$ cat src/rtl/ma_decimator.sv
// Sample decimator feeding a small output FIFO: keeps every DECIM-th strobed
// sample and queues it for a ready/valid downstream, flagging dropped samples.
module ma_decimator #(
    parameter int WL    = 32,
    parameter int DECIM = 4,
    parameter int DEPTH = 4
) (
    input  logic                         CLK,
    input  logic                         RST,
    input  logic                         EN,
    input  logic signed [WL-1:0]         data_in,
    output logic signed [WL-1:0]         out_data,
    output logic                         out_valid,
    input  logic                         out_ready,
    output logic [$clog2(DEPTH+1)-1:0]   fill,
    output logic                         overflow
);

    localparam int PH_W = (DECIM > 1) ? $clog2(DECIM) : 1;
    localparam int AW   = (DEPTH > 1) ? $clog2(DEPTH) : 1;
    localparam int FW   = $clog2(DEPTH + 1);

    localparam logic [PH_W-1:0] PH_LAST = PH_W'(DECIM - 1);
    localparam logic [FW-1:0]   FILL_FULL = FW'(DEPTH);

    logic [PH_W-1:0]     phase;
    logic [AW-1:0]       wr_ptr;
    logic [AW-1:0]       rd_ptr;
    logic signed [WL-1:0] mem [DEPTH];

    logic keep;
    logic pop;
    logic full;
    logic push;

    // With DECIM=1 the phase stays at 0 == PH_LAST, so every strobe is kept.
    assign keep = EN && (phase == PH_LAST);
    assign pop  = out_valid && out_ready;
    assign full = (fill == FILL_FULL);
    assign push = keep && (!full || pop);

    always_ff @(posedge CLK or posedge RST) begin
        if (RST) begin
            phase <= '0;
        end else if (EN) begin
            phase <= keep ? '0 : phase + PH_W'(1);
        end
    end

    always_ff @(posedge CLK or posedge RST) begin
        if (RST) begin
            wr_ptr   <= '0;
            rd_ptr   <= '0;
            fill     <= '0;
            overflow <= 1'b0;
        end else begin
            if (push) begin
                wr_ptr <= wr_ptr + AW'(1);
            end
            if (pop) begin
                rd_ptr <= rd_ptr + AW'(1);
            end
            if (push && !pop) begin
                fill <= fill + FW'(1);
            end else if (pop && !push) begin
                fill <= fill - FW'(1);
            end
            if (keep && !push) begin
                overflow <= 1'b1;
            end
        end
    end

    // Storage is data only; validity is carried entirely by the pointers and fill.
    always_ff @(posedge CLK) begin
        if (push) begin
            mem[wr_ptr] <= data_in;
        end
    end

    assign out_data  = mem[rd_ptr];
    assign out_valid = (fill != '0);

endmodule

$ cat config.mk
export PLATFORM = sky130hd
export DESIGN_NAME = ma_decimator
export DESIGN_NICKNAME = d
export VERILOG_FILES = /design/src/rtl/ma_decimator.sv
export SDC_FILE = /design/constraint.sdc
export NUM_CORES = 1
export LEC_CHECK = 0
export CORE_MARGIN = 8
export CORE_UTILIZATION = 46
export CTS_CLUSTER_SIZE = 30
export DETAILED_ROUTE_END_ITERATION = 6
export GPL_ROUTABILITY_DRIVEN = 0
export PLACE_DENSITY = 0.69
export RECOVER_POWER = 50
export REMOVE_ABC_BUFFERS = 1
export SYNTH_ARGS = -nofsm -noshare
export SYNTH_HDL_FRONTEND = slang
export SYNTH_SLANG_ARGS = --single-unit
$ cat constraint.sdc
create_clock -name CLK -period 2.35 [get_ports CLK]
set_input_delay 0.235 -clock CLK [delete_from_list [all_inputs] [get_ports CLK]]
set_output_delay 0.235 -clock CLK [all_outputs]
set_load 0.005 [all_outputs]
## Word level (Yosys, flattened, before mapping)

Memories as Yosys holds them, arrays and structs flattened.
Cells that the tools add are included.

| operators by class | value |
|---|---|
| reduce and logical (&&, ||, !) cells | 12 |
| equality and inequality tests | 2 |
| add/sub/neg operators | 5 |
| muxes and demuxes | 5 |

Operator list:

| cell | number |
|---|---|
| $add 2x1->2 const B | 3 |
| $logic_and 1x1->1 | 6 |
| $mux 3 | 2 |
| $add 3x1->3 const B | 1 |
| $eq 3x3->1 const B | 1 |
| $logic_not 1->1 | 3 |
| $reduce_bool 3->1 | 1 |
| $sub 3x1->3 const B | 1 |
| $eq 2x2->1 const B | 1 |
| $mux 1 | 2 |
| $mux 2 | 1 |
| $reduce_bool 2->1 | 1 |
| $logic_or 1x1->1 | 1 |

| storage, ports and cells | value |
|---|---|
| output and inout port bits | 37 |
| bits in writable memories | 128 |
| input bits | 36 |
| memories kept | 1 |
| logic and storage cells | 30 |
| bits in registers | 10 |

Memories:

| memory | words | width | read ports | clocked after Yosys merged registers in | wr ports | line | RTL |
|---|---|---|---|---|---|---|---|
| mem | 4 | 32 | 1 | 0 | 1 | 29 | `logic signed [WL-1:0] mem [DEPTH];` |

## Depth between registers and ports, before layout

Gate-level depths: netlist (run 1).

| logic depth | value |
|---|---|
| depth after elaboration | 8 |
| gate-level depth with buffers | 9 |

## Worst setup path before layout (run 1)

Ideal clock, no wire load.

| timing | value |
|---|---|
| kind | reg-to-reg |
| start | reg fill[0] |
| end | reg fill[2] |
| required time | 2271 ps |
| cell stages (with the launch flop) | 9 |
| slack | 272 ps |
| arrival | 1998 ps |
| clock period less this slack | 2078 ps |
| path through | dfrtp_1 -> or3_1 -> nand2_1 -> ha_1 -> inv_1 -> fa_1 -> xor2_1 -> nor2_1 -> xor2_1 |

| between the ends | value |
|---|---|
| longest elaborated chain between the ends | 7 |

Ends and longest elaborated chain:

| item | line | RTL |
|---|---|---|
| from (decl) | 15 | `output logic [$clog2(DEPTH+1)-1:0] fill,` |
| from (signal assigned) | 64 | `fill <= fill + FW'(1);` |
| from (signal assigned) | 66 | `fill <= fill - FW'(1);` |
| $reduce_bool 3->1 (*) | 82 | `assign out_valid = (fill != '0);` |
| named net out_valid | 13 | `output logic out_valid,` |
| $logic_and 1x1->1 (*) | 38 | `assign pop = out_valid && out_ready;` |
| $logic_or 1x1->1 | 40 | `assign push = keep && (!full \|\| pop);` |
| $logic_and 1x1->1 | 40 |  |
| $logic_not 1->1 | 65 | `end else if (pop && !push) begin` |
| $logic_and 1x1->1 | 65 |  |
| $reduce_bool 2->1 (no line) | -- |  |

Mark *: on every way through the listed nets, which the timed path passes. The rest lies on a longest branch. The select of a mux whose other input is x is not followed.
A chain may end at the register's enable or synchronous reset.

## Worst setup path after layout (run 1)

| timing | value |
|---|---|
| start | reg rd_ptr[0] |
| end | out out_data[0] |

| between the ends | value |
|---|---|
| longest elaborated chain between the ends | 1 |

Ends and longest elaborated chain:

| item | line | RTL |
|---|---|---|
| from (decl) | 28 | `logic [AW-1:0] rd_ptr;` |
| from (signal assigned) | 61 | `rd_ptr <= rd_ptr + AW'(1);` |
| $mem_v2 4x32 | -- |  |
| to (decl) | 12 | `output logic signed [WL-1:0] out_data,` |

Every way passes these cells.

==> out/summary.txt, run 1 <==
status = completed
Initial Util = 0.474
main flop type after synthesis = edfxtp_1
Clock Skew = 8.55 ps
share of the cycle needed by the critical path after routing = 0.961
CP Buf/Inv Count = 2
largest delay contributor family on the critical path = buffers and inverters
nature of the critical path endpoint = primary output
sequential fraction of the synthesis area = 0.790
most common library cell in the layout ignoring fill and taps = edfxtp_1
number of different library cells in the post-synthesis netlist = 21
number of synthesized flops with an enable pin = 128
Peak Freq = 443 MHz
category of the most critical setup path = register to primary output
internal power component = 5950 uW
slowest cell on the critical path = mux4_2
fraction of the core area covered by cells at the end of the flow = 0.615
clock period minus final worst setup slack = 2260 ps
final cell area excluding filler cells = 6730 um^2
element type at the critical path start = register
worst min path class = primary input to async pin
Final nets = 354
max-cap check violation count = 0
clock input transition at the sequential cells of the worst setup and hold paths = 60 ps
overall global routing resource usage = 0.131
number of DRC violations after detailed routing = 0
net switching share of the total power = 0.250
power share of the sequential group = 0.391
number of DRC markers in iteration 0 = 185
first-pass GRT wire length = 14500 um
net switching power = 1980 uW
actual slew at the worst max-slew pin = 406 ps
number of global-route vias before repair = 2635
flops & latches, synth = 138
Syn Area/Cell = 24.4 um^2
TritonCTS buffer count = 17
Pwr Density = 1180 nW/um^2
Die Wd = 122 um
number of buffers added on ports = 72
total count of max-transition violations in the final report = 0
share of layout cells above drive strength 1 = 0.272
Critical Path Max Stage Delay = 530 ps
TritonCTS clock tree = done
worst slew margin relative to its limit = 0.729
most frequent cells in the layout = edfxtp_1, dlygate4sd3_1, clkdlybuf4s50_1
count of yosys warnings during synthesis = 0
std cell rows = 38
vias per cell = 5.12
share of synthesized flip-flops with an asynchronous set or reset = 0.0725
Final Hold Fails = 0
sink count of the clock tree = 138
CTS Root Buffer Type = clkbuf_16
top-level I/O count = 73
die height = 122 um
static power due to leakage = 0.00228 uW
number of antenna diodes = 0
post-route ant nets = 0
Total Wirelength = 9060 um
count of mapped cells out of synthesis = 212
Critical Path AT = 2020 ps
Data required, critical path = 2120 ps
placed cell count = 431
Synth Cell Area = 5180 um^2
total via count in the routed design = 2374
deepest level of the CTS H-tree = 4
half-perimeter wire length of the detailed placement result = 5790 um
clock network fraction of design power = 0.318
IR Drop Worst-Case VDD = 0.000581 V
average wire length per cell after detail routing = 19.5 um
ordered list of cells on the worst path = buf_12, mux4_2, clkdlybuf4s50_1
clock latency of the later-clocked register in the worst-skew pair = 400 ps
Post-Route Setup TNS = 0 ps
core region area = 10900 um^2
relative contribution of combinational cells to total power = 0.291
maximum number of pins on one net before global-route repair = 20
placed cell areas = 6160 um^2
GR Overflow Total = 0
signed area change from the synthesized netlist to the final layout = 29.9%
RSZ-0062 raised after global routing = false
largest fanout on the critical path = 14
final non-filler cell total = 464
setup violation total in the final timing report = 0
Max Buffers Root-to-Sink = 2
die area = 14900 um^2
number of detailed-routing iterations run before antenna repair = 4
number of antenna violations at the first check in global routing = 0
-- power by group through the flow --
stage | Combinational [uW] | Clock [uW] | Sequential, uW
after floorplan | 969 | 0 | 3320
after CTS | 2430 | 2580 | 3110
after detailed placement | 2380 | 0 | 3170
final | 2310 | 2520 | 3100
after global routing | 2520 | 2680 | 3130
after global placement | 2360 | 0 | 3160
-- synth_stat cells (2+ instances only) --
cell / n / area share
ha_1: 6 / 0.014
edfxtp_1: 128 / 0.74
mux2_2: 3 / 0.0065
xor2_1: 2 / 0.0034
xnor2_1: 4 / 0.0068
buf_2: 3 / 0.0029
mux4_2: 32 / 0.14
dfrtp_1: 10 / 0.048
nor2_1: 2 / 0.0014
inv_1: 4 / 0.0029
and2_1: 4 / 0.0048
nand2_1: 2 / 0.0014
buf_6: 4 / 0.0087
-- path summary, 6_finish.rpt --
kind                       slack (ps)      start  cells past startpoint           to
hold / removal                    260        RST                      2     phase[0]
setup reg to reg                  200    fill[1]                      8      fill[2]
hold reg to reg                   480   overflow                      1     overflow
max in group asynchronous        1780        RST                      2    rd_ptr[1]
min in group CLK                  480   overflow                      1     overflow
setup / recovery                   90  rd_ptr[0]                      3  out_data[0]
-- sequential cells by signal, indices dropped and copies added, names as in the netlist --
signal and count:
overflow 1, fill 3, wr_ptr 2, rd_ptr 2, phase 2, mem 128
-- cell type report --
type,instances,area [um^2]
Timing Repair Buffer,88,858
Tap cell,140,175
Fill cell,813,4210
Multi-Input combinational cell,62,1010
Inverter,4,15.0
Sequential cell,138,4100
Clock inverter,15,149
Clock buffer,17,425
-- metrics by stage --
stage | hold WS, ps | total power [uW] | worst slack (ps)
after floorplan | 75.2 | 4290 | 39.0
after global placement | 487 | 5520 | 245
after detailed placement | 467 | 5550 | 192
after CTS | 125 | 8110 | 36.9
after global routing | 292 | 8330 | 0.961
final | 257 | 7940 | 91.7
-- cell families (layout without fill, tap and decap cells) --
| logic type | Yosys count | count (layout) | share of synthesized area |
|---|---|---|---|
| adders and majority gates | 7 | 7 | 0.0184 |
| xor gates and xnor gates | 6 | 6 | 0.0101 |
| and+or+nand+nor | 12 | 12 | 0.0157 |
| muxes | 36 | 36 | 0.149 |
| DFF | 138 | 138 | 0.790 |
| buffers and inverters | 12 | 124 | 0.0152 |
| AOI/OAI and AO/OA | 1 | 1 | 0.00169 |
-- timing repair --
item	4_1_cts	5_1_grt
buffers inserted	1	0
resized for setup	0	1
setup endpoints to repair	28	1
hold buffers	0	0
-- routing by layer --
| metal | GRT usage | share of wire | vias to the layer above | routed length, um |
|---|---|---|---|---|
| li1 | - | - | 1078 | - |
| met1 | 0.168 | 0.44 | 1215 | 3950 |
| met2 | 0.203 | 0.48 | 72 | 4360 |
| met3 | 0.0472 | 0.072 | 9 | 654 |
| met4 | 0.0480 | 0.011 | 0 | 96 |
| met5 | 0 | 0 | - | 0 |
No activity file was read; power rests on OpenSTA's default activity.
==> run 2: changes to the inputs <==
ABC_CLOCK_PERIOD_IN_PS = 2350   (was unset)
==> results of run 2 <==
No change in the layout: final DEF, timing and power equal those of run 1.
==> run 3: changes to the inputs <==
ABC_CLOCK_PERIOD_IN_PS = 2700   (was 2350)
clock period = 2.7 ns   (was 2.35 ns; I/O delays follow)
==> run 3 against run 2 <==
Net effect: combinational power shrank 18%; die area stayed put; critical endpoint is now out_data[5]; cell count is 1.1% lower; sequential share of layout area decreased by 0.46 points; non-clock buffer count down 6; first-iteration DRC count decreased by 11%; core utilization up 0.47 points; sequential cell count unchanged; design area grew 0.76%; setup slack gained 180 ps; highest routed layer is now met5; clock skew down 3.9 ps; routed wire length increased by 1.1%; critical path type unchanged.
==> out/summary.txt, run 3 (synthesis results as in run 1) <==
TritonCTS buffer count = 17
number of global-route vias before repair = 2625
IR Drop Worst-Case VDD = 0.000535 V
Total Wirelength = 9160 um
Top reg by flops = mem
TritonCTS clock tree = done
signed area change from the synthesized netlist to the final layout = 30.9%
vias per cell = 5.21
setup violation total in the final timing report = 0
maximum number of pins on one net before global-route repair = 33
worst min path class = primary input to async pin
final non-filler cell total = 459
total via count in the routed design = 2391
number of DRC violations after detailed routing = 0
number of antenna violations at the first check in global routing = 2
Critical Path Max Stage Delay = 580 ps
overall global routing resource usage = 0.130
element type at the critical path start = register
number of detailed-routing iterations run before antenna repair = 4
Post-Route Setup TNS = 0 ps
half-perimeter wire length of the detailed placement result = 5870 um
core region area = 10900 um^2
RSZ-0062 raised after global routing = false
GR Overflow Total = 0
hold bufs inserted after CTS = 0
count of filler cells inserted in the layout = 803
Pwr Density = 1070 nW/um^2
max-cap check violation count = 0
category of the most critical setup path = register to primary output
Final nets = 348
nature of the critical path endpoint = primary output
sink count of the clock tree = 138
std cell rows = 38
CP Buf/Inv Count = 2
CTS Root Buffer Type = clkbuf_16
top-level I/O count = 73
Data required, critical path = 2430 ps
clock latency of the later-clocked register in the worst-skew pair = 400 ps
fraction of the core area covered by cells at the end of the flow = 0.620
CTS resizes = 0
ordered list of cells on the worst path = buf_4, mux4_2, clkdlybuf4s50_1
largest delay contributor family on the critical path = buffers and inverters
most common library cell in the layout ignoring fill and taps = edfxtp_1
static power due to leakage = 0.00230 uW
Final Hold Fails = 0
die area = 14900 um^2
slowest cell on the critical path = mux4_2
total count of max-transition violations in the final report = 0
post-CTS setup-driven buffer insertion count = 0
area used by multi-input combinational logic = 991 um^2
status = completed
Initial Util = 0.474
Max Buffers Root-to-Sink = 2
deepest level of the CTS H-tree = 4
average wire length per cell after detail routing = 19.9 um
Die Wd = 122 um
number of flip-flops under the largest register name = 128
number of DRC markers in iteration 0 = 164
Critical Path AT = 2160 ps
post-route ant nets = 0
number of buffers added on ports = 72
Clock Skew = 4.61 ps
share of the cycle needed by the critical path after routing = 0.900
combined flip-flop and latch cell area = 4100 um^2
die height = 122 um
first-pass GRT wire length = 14200 um
clock input transition at the sequential cells of the worst setup and hold paths = 60 ps
placed cell count = 426
largest fanout on the critical path = 19
share of layout cells above drive strength 1 = 0.264
Peak Freq = 411 MHz
Pwr Total = 7250 uW
top flop regs = mem: 128 flops, fill: 3 flops
actual slew at the worst max-slew pin = 964 ps
clock period minus final worst setup slack = 2430 ps
most frequent cells in the layout = edfxtp_1, clkdlybuf4s50_1, dlygate4sd3_1
worst slew margin relative to its limit = 0.357
run 3: cell count changes in the layout (fill, tap and decap cells not counted), moves of 2 or more:
cell / previous run / this run
bufinv_16: 2 / 6
clkbuf_8: 0 / 4
buf_4: 11 / 8
inv_6: 3 / 0
clkbuf_1: 2 / 0
clkinv_1: 2 / 0
run 3: metrics by stage:
| step | hold WS (ps) | cell area, um^2 | setup slack, ps |
|---|---|---|---|
| after floorplan | 110 | 5120 | 354 |
| after global placement | 458 | 6120 | 394 |
| after detailed placement | 479 | 6120 | 319 |
| after CTS | 157 | 6810 | 214 |
| after global routing | 331 | 6780 | 133 |
| final | 297 | 6780 | 269 |
run 3: final cells by class:
cell class                      instances  share of cell area
Sequential cell                       138               0.604
Tap cell                              140              0.0258
Multi-Input combinational cell         62               0.146
Clock buffer                           21              0.0709
Inverter                                4             0.00221
Antenna cell                            1            0.000369
Clock inverter                         11              0.0316
Timing Repair Buffer                   82               0.119
run 3: worst register-to-register path: stages (launching register included):
cell	delay (ps)
dfrtp_1	450
nor4b_1	440
nor2_1	230
and2_2	250
clkbuf_2	550
run 3: per-layer routing:
layer	part of all wire	track usage	vias to the layer above
met4	0.0076	0.0510	2
met2	0.50	0.206	64
met3	0.077	0.0597	8
li1	-	-	1071
met1	0.41	0.153	1246
met5	0.0013	0	-
run 3: report_power, final:
| group | switching (uW) | total [uW] | internal, uW |
|---|---|---|---|
| registers | 128 | 2720 | 2600 |
| clock network | 798 | 2630 | 1830 |
| logic | 741 | 1900 | 1160 |
| total | 1670 | 7250 | 5580 |
run 3: final timing paths:
check | from | to | slack, ps | cells past startpoint
max | rd_ptr[0] | out_data[5] | 270 | 3
min in group CLK | overflow | overflow | 490 | 1
min | RST | fill[0] | 300 | 2
max reg2reg | fill[0] | mem[3][31] | 320 | 4
min reg2reg | overflow | overflow | 490 | 1
max in group asynchronous | RST | rd_ptr[1] | 2080 | 2
